## src/rtl/mips_bus_bridge.sv

```systemverilog
// mips_bus_bridge: MIPS CPU to single-cycle memory bridge with address checking and sticky bus error.
// Define BUS_STALL_INJECT_EN to add LFSR-driven random wait states before each legal access.
module mips_bus_bridge #(
  parameter logic [7:0] LFSR_SEED = 8'hA5
) (
  input  logic        clk,
  input  logic        rst_n,
  input  logic [31:0] address,
  input  logic        read,
  input  logic        write,
  input  logic [3:0]  byteenable,
  input  logic [31:0] writedata,
  output logic [31:0] readdata,
  output logic        waitrequest,
  output logic [31:0] mem_address,
  output logic        mem_wr_en,
  output logic        mem_read_en,
  output logic [3:0]  mem_byte_en,
  output logic [31:0] mem_data_in,
  input  logic [31:0] mem_data_out,
  output logic        bus_error,
  output logic [15:0] access_count
);
`ifdef BUS_STALL_INJECT_EN
  typedef enum logic [2:0] {IDLE, STALL, RD, RD_CAP, WR, ACK} state_t;
  logic [7:0] lfsr_q;
  logic [1:0] stall_q;
  logic       is_rd_q;
`else
  typedef enum logic [2:0] {IDLE, RD, RD_CAP, WR, ACK} state_t;
`endif
  state_t      state_q;
  logic [31:0] addr_q, wdata_q, rdata_q;
  logic [3:0]  be_q;
  logic        rd_en_q, wr_en_q, err_q;
  logic [15:0] cnt_q, cnt_d;
  logic        legal;
  // Legal windows: low 1 KB of RAM and the 3 KB boot ROM at 0xBFC00000, word aligned only.
  assign legal = address[1:0] == 2'b00 &&
                 (address < 32'h0000_0400 || (address >= 32'hBFC0_0000 && address < 32'hBFC0_0C00));
  assign cnt_d = (cnt_q == 16'hFFFF) ? cnt_q : cnt_q + 16'd1;
  always_ff @(posedge clk or negedge rst_n)
    if (!rst_n) begin
      state_q <= IDLE;
      addr_q  <= '0;
      wdata_q <= '0;
      rdata_q <= '0;
      be_q    <= '0;
      rd_en_q <= 1'b0;
      wr_en_q <= 1'b0;
      err_q   <= 1'b0;
      cnt_q   <= '0;
`ifdef BUS_STALL_INJECT_EN
      lfsr_q  <= LFSR_SEED;
      stall_q <= '0;
      is_rd_q <= 1'b0;
`endif
    end else begin
      rd_en_q <= 1'b0;
      wr_en_q <= 1'b0;
      case (state_q)
        IDLE:
          if (read | write) begin
            if ((read & write) | !legal) begin
              err_q   <= 1'b1;
              rdata_q <= '0;
              cnt_q   <= cnt_d;
              state_q <= ACK;
            end else begin
              addr_q  <= address;
              be_q    <= byteenable;
              wdata_q <= writedata;
`ifdef BUS_STALL_INJECT_EN
              lfsr_q  <= {lfsr_q[6:0], lfsr_q[7] ^ lfsr_q[5] ^ lfsr_q[4] ^ lfsr_q[3]};
              is_rd_q <= read;
              stall_q <= lfsr_q[1:0];
              if (lfsr_q[1:0] == 2'd0) begin
                state_q <= read ? RD : WR;
                rd_en_q <= read;
                wr_en_q <= write;
              end else
                state_q <= STALL;
`else
              state_q <= read ? RD : WR;
              rd_en_q <= read;
              wr_en_q <= write;
`endif
            end
          end
`ifdef BUS_STALL_INJECT_EN
        STALL: begin
          stall_q <= stall_q - 2'd1;
          if (stall_q == 2'd1) begin
            state_q <= is_rd_q ? RD : WR;
            rd_en_q <= is_rd_q;
            wr_en_q <= !is_rd_q;
          end
        end
`endif
        RD: state_q <= RD_CAP;
        RD_CAP: begin
          rdata_q <= mem_data_out;
          cnt_q   <= cnt_d;
          state_q <= ACK;
        end
        WR: begin
          cnt_q   <= cnt_d;
          state_q <= ACK;
        end
        default: state_q <= IDLE;
      endcase
    end
  assign waitrequest  = (read | write) && state_q != ACK;
  assign readdata     = rdata_q;
  assign mem_address  = addr_q;
  assign mem_wr_en    = wr_en_q;
  assign mem_read_en  = rd_en_q;
  assign mem_byte_en  = be_q;
  assign mem_data_in  = wdata_q;
  assign bus_error    = err_q;
  assign access_count = cnt_q;
endmodule

```

## config.mk

```make
export PLATFORM = sky130hd
export DESIGN_NAME = mips_bus_bridge
export DESIGN_NICKNAME = d
export VERILOG_FILES = /design/src/rtl/mips_bus_bridge.sv
export SDC_FILE = /design/constraint.sdc
export NUM_CORES = 1
export LEC_CHECK = 0
export ABC_AREA = 1
export BUFFER_PORTS_ARGS = -buffer_cell sky130_fd_sc_hd__buf_2
export CORE_MARGIN = 3
export CORE_UTILIZATION = 25
export CTS_CLUSTER_SIZE = 30
export DETAILED_ROUTE_END_ITERATION = 8
export GPL_TIMING_DRIVEN = 0
export PLACE_DENSITY = 0.57
export SYNTH_ARGS = -nofsm -noshare
export SYNTH_HDL_FRONTEND = slang
export SYNTH_SLANG_ARGS = --single-unit
```

## constraint.sdc

```tcl
create_clock -name clk -period 1.7 [get_ports clk]
set_clock_uncertainty 0.2 [all_clocks]
set_input_delay 0.17 -clock clk [delete_from_list [all_inputs] [get_ports clk]]
set_output_delay 0.17 -clock clk [all_outputs]
set_load 0.01 [all_outputs]
```

==> Flow_metrics.wiki, run 1 <==
{| class="wikitable"
! Metric !! Value
|-
| Buffer levels on the longest clock path || 2
|-
| Layout Area Growth over Synthesis || 68.6%
|-
| H-tree levels || 4
|-
| Layout cells sized above 1 || 38.9%
|-
| CTS tree || built
|-
| Max-slew violations || 0
|-
| Std cell rows || 51
|-
| Crit Path Class || flop to flop
|-
| Hpwl dp || around 11 mm
|-
| Maximum number of pins on one net before global-route repair || approximately 70
|-
| Layout Cells excl Fill || 1,241
|-
| Power per unit of standard cell area || 962 mW/mm^2
|-
| Worst-skew pair later-pin latency || 0.41 ns
|-
| Cell with the most instances on the worst path || nor2_4
|-
| Vias in the first global route || 5,051
|-
| Number of filler instances in the final layout || 1,915
|-
| Die Footprint || around 0.022 mm^2
|-
| Post-layout net count || 1,069
|-
| Count of buffering cells on the critical path with inverters included || 1
|-
| Library cell contributing the largest single delay on the critical path || dfrtp_2
|-
| Worst setup slack after placement || -0.396 ns
|-
| Number of I/O port buffers || 223
|-
| Maximum vdd drop || between 0.9 and 1 mV
|-
| Final total power || 8.28 mW
|-
| Final instance area || ~0.0086 mm^2
|-
| Top area cells in the synthesized netlist || dfrtp_1, nand2_1, inv_1
|-
| Worst Setup End Kind || flop
|-
| Status || complete, but fails checks
|-
| Final Setup Violations || 1
|-
| Top fanout value on the critical path || 10
|-
| Buffer cell driving the clock tree root || clkbuf_16
|-
| Die outline height || 149 um
|-
| Antenna-violating nets left || 0
|-
| Worst-path cell chain || ha_4, nand3_4, nor2_4, nand2_2, nor2_4, nor2_4, nand2_4, buf_8, nand2_1, nand2_1
|-
| Most common cell after layout, fill and taps aside || nand2_1
|-
| Sequential cell area in the final layout || 0.00306 mm^2
|-
| Routed wire length || 16.6 mm
|-
| Number of clock sinks seen by CTS || roughly 120
|-
| Type of the most critical hold path || input pin to flop
|-
| Top-level I/O count || 224
|-
| Number of detailed-routing iterations run before antenna repair || 4
|-
| Fmax achieved || 586 MHz
|-
| Top cell type's share of synthesized area || between 50% and 60%
|-
| Clk slew on worst S/H paths || roughly 0.060 ns
|-
| Family with the most delay on the worst path || simple AND/OR/NAND/NOR gates
|-
| DR vias || just over 5,000
|-
| Final design utilization || 43.5%
|-
| Standard cell area after detailed placement || 0.00663 mm^2
|-
| Worst Slack Setup Final || -0.00648 ns
|-
| Data required time of the worst path || ~1.8 ns
|-
| Max-capacitance violation count || 0
|-
| Post-synthesis async set-or-reset flop share || 100%
|-
| Top library cells by usage in the layout, fill and taps aside || nand2_1, buf_2, dfrtp_1
|-
| Sequential cell area fraction in the yosys report || 59.8%
|-
| Number of design rule violations left after detail routing || 0
|-
| Via density per instance || 4.14
|-
| Core region area || 0.0198 mm^2
|-
| Post-detailed-route wirelength per cell || 13.4 um
|-
| Library cells used by synthesis || 24
|-
| Initial antenna violation count || 0
|-
| Wire length of the first global-routing pass || 25.4 mm
|-
| Top flip-flop cell by instance count after synthesis || dfrtp_1
|-
| Area of combinational cells with multiple inputs || a little over 0.002 mm^2
|-
| Cell Count Post-Placement || 1,105
|-
| 1st-iter DRT viols || approximately 170
|-
| Cell area after synthesis || slightly above 0.005 mm^2
|-
| Tmin final || 1.71 ns
|-
| Synthesized netlist net count || 721
|-
| CP max stage delay || 0.43 ns
|-
| Synthesis warning total || 0
|-
| Count of state elements after synthesis || 122
|-
| Period Utilization, post-route || 100%
|-
| Nature of the critical path startpoint || flop
|-
| Global Route Usage Sum || ~14%
|-
| Count of flip-flops with a built-in enable after synthesis || 0
|-
| Overflow left after global routing || 0
|-
| Actual transition at the worst max-transition pin || around 0.64 ns
|-
| Horizontal die dimension || around 150 um
|-
| P_leak || 4.97 nW
|-
| Data arrival, critical path || 1.80 ns
|-
| Initial core utilization || 25.8%
|-
| Worst max-slew margin expressed relative to the limit || 57.5%
|-
| Violated checks || negative setup slack
|-
| Leading area contributor after synthesis || dfrtp_1
|-
| Final count of hold timing violations || 0
|-
| Unrepaired setup endpoints after global routing || true
|-
| Average cell area after synthesis || just over 8 um^2
|-
| Antenna Diode Count || 0
|-
| Final weighted congestion in routability-driven placement || 0.808
|-
| CTS Buf Count || 17
|-
| Mapped Cells || 616
|}
==> per-stage QoR <==
step / hold WS, ns / TNS, ns
final: 0.0845 / -0.00648
after global routing: 0.121 / -1.73
after CTS: 0.0729 / -0.0596
after detailed placement: 0.0119 / -34.43
after global placement: 0.165 / -211.35
after floorplan: -0.326 / -0.591
==> state kept, by name, summed over array words and instances (netlist names) <==
name and cells:
bus_error 1, mem_address 32, readdata 32, access_count 16, mem_read_en 1, state_q 3, mem_wr_en 1, mem_byte_en 4
mem_data_in 32
==> area by class of cell <==
type                       count  share of cell area (%)
sequential                   122                    35.5
timing repair buffer         329                    25.6
multi-input combinational    433                    24.1
clock buffer                  17                    4.94
tap                          265                    3.85
buffer                        22                    2.22
clock inverter                14                    2.03
inverter                      39                    1.73
==> per-layer routing <==
metal | part of all wire, % | up-vias | track usage [%]
met5 | 0 | - | 0
met4 | 1.6 | 0 | 4.85
met3 | 7.0 | 19 | 4.16
met2 | 49 | 185 | 24.2
met1 | 43 | 2369 | 17.5
li1 | - | 2565 | -
==> logic make-up (layout without fill, tap and decap cells) <==
logic type / Yosys count / after routing / share of synthesized area, %
AND/OR/NAND/NOR: 413 / 413 / 31.9
adder cells (fa/ha/maj): 1 / 1 / 0.245
buffers and inverters: 61 / 421 / 5.29
flip-flops: 122 / 122 / 59.8
AO/OA/AOI/OAI: 8 / 8 / 0.906
XOR/XNOR: 11 / 11 / 1.89
==> final timing paths <==
path,start,slack [ns],cells after the start,to
max,access_count[0]$_DFFE_PN0P_,-0.006,10,access_count[12]$_DFFE_PN0P_
min,address[15],0.08,6,state_q[1]$_DFFE_PN0N_
max reg2reg,access_count[0]$_DFFE_PN0P_,-0.006,10,access_count[12]$_DFFE_PN0P_
min reg2reg,readdata[3]$_DFFE_PN0P_,0.26,2,readdata[3]$_DFFE_PN0P_
max in group asynchronous,rst_n,0.43,3,access_count[12]$_DFFE_PN0P_
min in group asynchronous,rst_n,0.14,2,mem_address[2]$_DFFE_PN0P_
==> cells in the mapped netlist, drive strengths merged, types with 2 or more instances <==
cell    count
xnor2       4
nor3        5
a21oi       3
nand3      26
nand2     346
dfrtp     122
nand4       4
xor2        7
o21ai       2
buf        15
clkbuf      7
nor2       32
inv        39
==> worst min-delay path, cell delays in order <==
cell	delay, ns
buf_2	0.07
nor2_1	0.03
nand2_1	0.13
nor2_4	0.09
nand4_1	0.10
a21oi_1	0.06
==> power by group <==
group | switching, mW | total [mW] | internal [mW]
combinational | 0.794 | 1.53 | 0.739
clock | 1.37 | 3.67 | 2.30
sequential | 0.102 | 3.08 | 2.98
total | 2.26 | 8.28 | 6.02
==> what timing repair did <==
item                       CTS  global route
setup endpoints to repair  117           116
hold endpoints to repair   157             0
hold buffers                82             0
buffers inserted            11            10
pin swaps                    5            20
gates cloned                 0             2
gates resized for setup     27            97
(Power assumes the default switching activity.)
==> run 2, diff against run 1 <==
Settings changed: CTS_CLUSTER_SIZE 30 to default, RECOVER_POWER from default to 100.
==> Flow_metrics.wiki, run 2 (synthesized netlist as in run 1, its figures left out) <==
{| class="wikitable"
! Metric !! Value
|-
| Fmax achieved || 585 MHz (was 586 MHz)
|-
| Worst Slack Setup Final || -0.00817 ns (was -0.00648 ns)
|-
| Max-capacitance violation count || 0 (unchanged)
|-
| Final design utilization || 42.8% (was 43.5%)
|-
| P_leak || 4.50 nW (was 4.97 nW)
|-
| Actual transition at the worst max-transition pin || 0.941 ns (was 0.638 ns)
|-
| Violated checks || negative setup slack (unchanged)
|-
| WHS || 0.0880 ns (was 0.0845 ns)
|-
| Status || complete, but fails checks (unchanged)
|-
| Maximum number of pins on one net before global-route repair || 68 (unchanged)
|-
| Top-level I/O count || 224 (unchanged)
|-
| Via density per instance || 4.15 (was 4.14)
|-
| Routed wire length || 16.6 mm (about the same)
|-
| Top fanout value on the critical path || 10 (unchanged)
|-
| 1st-iter DRT viols || 160 (was 172)
|-
| Final Setup Violations || 1 (unchanged)
|-
| Buffer levels on the longest clock path || 2 (unchanged)
|-
| Initial core utilization || 25.8% (unchanged)
|-
| Initial antenna violation count || 0 (unchanged)
|-
| Most common cell after layout, fill and taps aside || nand2_1 (unchanged)
|-
| Top library cells by usage in the layout, fill and taps aside || nand2_1, buf_2, dfrtp_1 (unchanged)
|-
| Antenna Diode Count || 0 (unchanged)
|-
| Number of design rule violations left after detail routing || 0 (unchanged)
|-
| Core region area || 0.0198 mm^2 (unchanged)
|-
| Critical Path Sink || access_count[12]$_DFFE_PN0P_ (unchanged)
|-
| Period Utilization, post-route || 100% (about the same)
|-
| Start point of the worst hold path || address[15] (unchanged)
|-
| DR vias || 5,144 (was 5,138)
|-
| Number of cells on the worst reg-to-reg path || 10 (unchanged)
|-
| Number of detailed-routing iterations run before antenna repair || 4 (unchanged)
|-
| Final count of hold timing violations || 0 (unchanged)
|-
| Worst Setup End Kind || flop (unchanged)
|-
| Antenna-violating nets left || 0 (unchanged)
|-
| Overflow left after global routing || 0 (unchanged)
|-
| Nature of the critical path startpoint || flop (unchanged)
|-
| Layout cells sized above 1 || 28.0% (was 38.9%)
|-
| Vias in the first global route || 5,051 (unchanged)
|-
| Post-detailed-route wirelength per cell || 13.4 um (about the same)
|-
| Type of the most critical hold path || input pin to flop (unchanged)
|-
| Critical R2R Launch || access_count[0]$_DFFE_PN0P_ (unchanged)
|-
| Crit Path Class || flop to flop (unchanged)
|-
| H-tree levels || 4 (unchanged)
|-
| Worst max-slew margin expressed relative to the limit || 37.3% (was 57.5%)
|-
| Data required time of the worst path || 1.80 ns (about the same)
|-
| Std cell rows || 51 (unchanged)
|-
| Maximum vdd drop || 0.909 mV (about the same)
|-
| Horizontal die dimension || 149 um (unchanged)
|-
| Die Footprint || 0.0222 mm^2 (unchanged)
|-
| Hpwl dp || 11.0 mm (unchanged)
|-
| Number of clock sinks seen by CTS || 122 (unchanged)
|-
| Data arrival, critical path || 1.80 ns (about the same)
|-
| Clk slew on worst S/H paths || 0.06 ns (about the same)
|-
| Total negative slack || -0.00817 ns (was -0.00648 ns)
|-
| CTS tree || built (unchanged)
|-
| Worst-skew pair later-pin latency || 0.41 ns (about the same)
|-
| Power per unit of standard cell area || 978 mW/mm^2 (was 962 mW/mm^2)
|-
| Layout Area Growth over Synthesis || 65.7% (was 68.6%)
|-
| CTS Buf Count || 17 (unchanged)
|-
| Unrepaired setup endpoints after global routing || true (unchanged)
|-
| Number of I/O port buffers || 223 (unchanged)
|-
| Tmin final || 1.71 ns (about the same)
|-
| Die outline height || 149 um (unchanged)
|-
| Global Route Usage Sum || 14.3% (unchanged)
|-
| Worst setup slack after placement || -0.396 ns (unchanged)
|-
| Worst R2R End || access_count[12]$_DFFE_PN0P_ (unchanged)
|-
| Reg2Reg Setup Slack || -0.008 ns (was -0.006 ns)
|-
| Buffer cell driving the clock tree root || clkbuf_16 (unchanged)
|-
| Post-layout net count || 1,069 (unchanged)
|-
| Critical path origin || access_count[0]$_DFFE_PN0P_ (unchanged)
|-
| Final weighted congestion in routability-driven placement || 0.808 (unchanged)
|-
| Wire length of the first global-routing pass || 25.4 mm (unchanged)
|-
| Max-slew violations || 0 (unchanged)
|}
-- run 2: cell types whose count changed in the layout (fill, tap and decap cells not counted) --
cell	delta
buf_6	-1
buf_2	-107
clkbuf_4	+1
buf_12	+1
clkbuf_1	+107
buf_16	-1
-- run 2: worst min-delay path by stage --
stage	endpoint	slack (ns)	depth (start not counted)
after floorplan	access_count[0]$_DFFE_PN0P_	-0.33	0
after global placement	mem_data_in[1]$_DFFE_PN0P_	0.17	3
after detailed placement	mem_address[2]$_DFFE_PN0P_	0.01	1
after CTS	state_q[1]$_DFFE_PN0N_	0.07	6
final	state_q[1]$_DFFE_PN0N_	0.09	6
after global routing	state_q[1]$_DFFE_PN0N_	0.12	6
-- run 2: timing repair --
item | CTS | global route
gates resized for setup | 27 | 97
hold buffers | 82 | 0
pin swaps | 5 | 20
setup endpoints to repair | 117 | 116
setup buffers | 11 | 10
endpoints found under the hold margin | 157 | 0
gates cloned | 0 | 2
-- run 2: cell type report --
type / count / area [um^2]
fillers: 1992 / 11300
flip-flops and latches: 122 / 3060
multi-input cells: 433 / 2080
repair buffers: 329 / 2060
clock buffers: 17 / 425
well taps: 265 / 332
plain buffers: 22 / 191
clock inverters: 14 / 175
inverters: 39 / 149
-- run 2: critical path, stage by stage, from the launching register on --
cell and delay, ns:
dfrtp_2 0.43, ha_4 0.17, nand3_4 0.10, nor2_4 0.04
nand2_2 0.08, nor2_4 0.04, nor2_4 0.18, nand2_4 0.09
buf_8 0.14, nand2_1 0.05, nand2_1 0.05
-- run 2: metrics by stage --
stage | cells | total power, mW | area [um^2]
2_1_floorplan | 616 | 3.68 | 5150
3_3_place_gp | 1104 | 4.10 | 6600
3_5_place_dp | 1105 | 4.11 | 6630
4_1_cts | 1229 | 8.25 | 8230
5_1_grt | 1241 | 8.70 | 8470
6_report | 1241 | 8.28 | 8470
-- run 2: routing by layer --
layer | track usage (%) | up-vias | wire length [um]
met2 | 24.2 | 175 | 8110
met3 | 4.16 | 18 | 1100
met1 | 17.5 | 2385 | 7180
met4 | 4.85 | 0 | 258
li1 | - | 2566 | -
met5 | 0 | - | 0
-- run 2: where the power goes --
part,switching [mW],total (mW),internal (mW)
sequential,0.103,3.08,2.98
clock,1.36,3.67,2.30
combinational,0.794,1.53,0.735
==> run 3, diff against run 2 <==
Settings changed: GPL_TIMING_DRIVEN 0 to 1.
==> Flow_metrics.wiki, run 3 (synthesized netlist as in run 1, its figures left out) <==
{| class="wikitable"
! Metric !! Value
|-
| Std cell rows || 51 (unchanged)
|-
| Worst R2R End || access_count[11]$_DFFE_PN0P_ (was access_count[12]$_DFFE_PN0P_)
|-
| Worst max-slew margin expressed relative to the limit || 37.7% (was 37.3%)
|-
| Wire length of the first global-routing pass || 25.9 mm (was 25.4 mm)
|-
| WHS || 0.0368 ns (was 0.0880 ns)
|-
| Die Footprint || 0.0222 mm^2 (unchanged)
|-
| DR vias || 5,121 (was 5,144)
|-
| Cell Count Post-Placement || 1,117 (was 1,105)
|-
| Buffer cell driving the clock tree root || clkbuf_16 (unchanged)
|-
| Antenna Diode Count || 0 (unchanged)
|-
| Max-slew violations || 0 (unchanged)
|-
| Core region area || 0.0198 mm^2 (unchanged)
|-
| Global Route Usage Sum || 14.4% (was 14.3%)
|-
| Buffer levels on the longest clock path || 2 (unchanged)
|-
| Layout Cells excl Fill || 1,241 (unchanged)
|-
| Final Setup Violations || 0 (was 1)
|-
| Overflow left after global routing || 0 (unchanged)
|-
| Nature of the critical path startpoint || flop (unchanged)
|-
| Data required time of the worst path || 1.79 ns (was 1.80 ns)
|-
| Final count of hold timing violations || 0 (unchanged)
|-
| Period Utilization, post-route || 97.3% (was 100%)
|-
| Status || finished clean (was complete, but fails checks)
|-
| Crit Path Class || flop to flop (unchanged)
|-
| P_leak || 4.57 nW (was 4.50 nW)
|-
| Die outline height || 149 um (unchanged)
|-
| Reg2Reg Setup Slack || 0.05 ns (was -0.008 ns)
|-
| Number of design rule violations left after detail routing || 0 (unchanged)
|-
| Type of the most critical hold path || input pin to flop (unchanged)
|-
| Initial core utilization || 25.8% (unchanged)
|-
| Horizontal die dimension || 149 um (unchanged)
|-
| Tmin final || 1.65 ns (was 1.71 ns)
|-
| Post-detailed-route wirelength per cell || 13.8 um (was 13.4 um)
|-
| Initial antenna violation count || 0 (unchanged)
|-
| Clk slew on worst S/H paths || 0.06 ns (about the same)
|-
| Final total power || 8.45 mW (was 8.28 mW)
|-
| Maximum vdd drop || 0.645 mV (was 0.909 mV)
|-
| Top-level I/O count || 224 (unchanged)
|-
| Vias in the first global route || 5,252 (was 5,051)
|-
| Number of I/O port buffers || 223 (unchanged)
|-
| Via density per instance || 4.13 (was 4.15)
|-
| Worst Slack Setup Final || 0.0454 ns (was -0.00817 ns)
|-
| Critical R2R Launch || access_count[1]$_DFFE_PN0P_ (was access_count[0]$_DFFE_PN0P_)
|-
| Top fanout value on the critical path || 8 (was 10)
|-
| Actual transition at the worst max-transition pin || 0.935 ns (was 0.941 ns)
|-
| Start point of the worst hold path || address[31] (was address[15])
|-
| Routed wire length || 17.1 mm (was 16.6 mm)
|-
| Max-capacitance violation count || 0 (unchanged)
|-
| Worst setup slack after placement || -0.238 ns (was -0.396 ns)
|-
| Critical path origin || access_count[1]$_DFFE_PN0P_ (was access_count[0]$_DFFE_PN0P_)
|-
| Post-layout net count || 1,069 (unchanged)
|-
| Worst Setup End Kind || flop (unchanged)
|-
| 1st-iter DRT viols || 196 (was 160)
|-
| CTS tree || built (unchanged)
|-
| Final weighted congestion in routability-driven placement || 0.775 (was 0.808)
|-
| Data arrival, critical path || 1.75 ns (was 1.80 ns)
|-
| Fmax achieved || 604 MHz (was 585 MHz)
|-
| Layout cells sized above 1 || 23.3% (was 28.0%)
|-
| Maximum number of pins on one net before global-route repair || 69 (was 68)
|-
| H-tree levels || 4 (unchanged)
|-
| Power per unit of standard cell area || 1000 mW/mm^2 (was 978 mW/mm^2)
|-
| Number of cells on the worst reg-to-reg path || 9 (was 10)
|-
| Hpwl dp || 10.4 mm (was 11.0 mm)
|-
| Number of clock sinks seen by CTS || 122 (unchanged)
|-
| Layout Area Growth over Synthesis || 65.1% (was 65.7%)
|-
| Number of stages on the worst hold path || 4 (was 6)
|-
| CTS Buf Count || 17 (unchanged)
|-
| Antenna-violating nets left || 0 (unchanged)
|-
| Worst-skew pair later-pin latency || 0.40 ns (was 0.41 ns)
|-
| Most common cell after layout, fill and taps aside || nand2_1 (unchanged)
|-
| Number of detailed-routing iterations run before antenna repair || 4 (unchanged)
|-
| Top library cells by usage in the layout, fill and taps aside || nand2_1, dfrtp_1, buf_2 (was nand2_1, buf_2, dfrtp_1)
|-
| Hold Path Sink || mem_address[28]$_DFFE_PN0P_ (was state_q[1]$_DFFE_PN0N_)
|-
| Unrepaired setup endpoints after global routing || true (unchanged)
|}
run 3: changes by cell type in the layout (fill, tap and decap cells not counted), sizes merged:
| cell | before | now |
|---|---|---|
| buf | 155 | 159 |
| clkbuf | 131 | 129 |
| inv | 40 | 39 |
| bufinv | 3 | 4 |
| dlygate4sd3 | 82 | 81 |
| clkinv | 7 | 6 |
run 3: final cells by class:
| class | instances | area (um^2) |
|---|---|---|
| fillers | 1999 | 11300 |
| repair buffers | 351 | 2360 |
| clock inverters | 13 | 176 |
| inverters | 39 | 146 |
| flip-flops and latches | 122 | 3060 |
| clock buffers | 18 | 439 |
| multi-input cells | 433 | 1920 |
| well taps | 265 | 332 |
run 3: per-layer routing:
metal  part of all wire, %  track usage [%]  up-vias
met1                    43             17.1     2377
met3                   6.8             4.35       18
met4                   1.6             4.49        0
met5                     0                0        -
met2                    49             25.1      165
li1                      -                -     2561
run 3: critical path, cell delays in order (launching register included):
cell and delay [ns]:
dfrtp_1 0.38, ha_4 0.16, nand3_4 0.09, nor2_4 0.11, nand2_1 0.07, nor2_2 0.16
nor2_4 0.09, buf_12 0.16, nand3_1 0.06, nand2_1 0.06
run 3: power breakdown:
part	internal [mW]	total, mW	switching [mW]	leakage (nW)
clock network	2.47	3.78	1.31	0.297
logic	0.794	1.61	0.817	2.58
registers	2.98	3.05	0.0763	1.69
run 3: worst max path at each step:
stage                                               to  slack, ns  depth (start not counted)
after detailed placement   mem_data_in[28]$_DFFE_PN0P_      -0.24                         12
after global routing      access_count[15]$_DFFE_PN0P_      -0.05                          9
after floorplan           access_count[11]$_DFFE_PN0P_      -0.06                         10
final                     access_count[11]$_DFFE_PN0P_       0.05                          9
after global placement      mem_byte_en[1]$_DFFE_PN0P_      -0.23                         12
after CTS                 access_count[15]$_DFFE_PN0P_     0.0001                          7
run 3: through the flow:
| stage | setup TNS (ns) | utilization, % | cell area, um^2 |
|---|---|---|---|
| floorplan | -0.591 | - | 5150 |
| global placement | -20.72 | 34.6 | 6850 |
| detailed placement | -20.67 | 34.6 | 6850 |
| CTS | 0 | 41.9 | 8280 |
| global route | -2.45 | 42.6 | 8430 |
| finish | 0 | 42.6 | 8430 |
run 3: repair_timing:
action	CTS	global route
hold buffers	81	0
gates cloned	0	8
buffers inserted	0	4
endpoints found under the hold margin	203	0
pin swaps	1	7
gates resized for setup	1	21
endpoints found under the setup margin	18	105
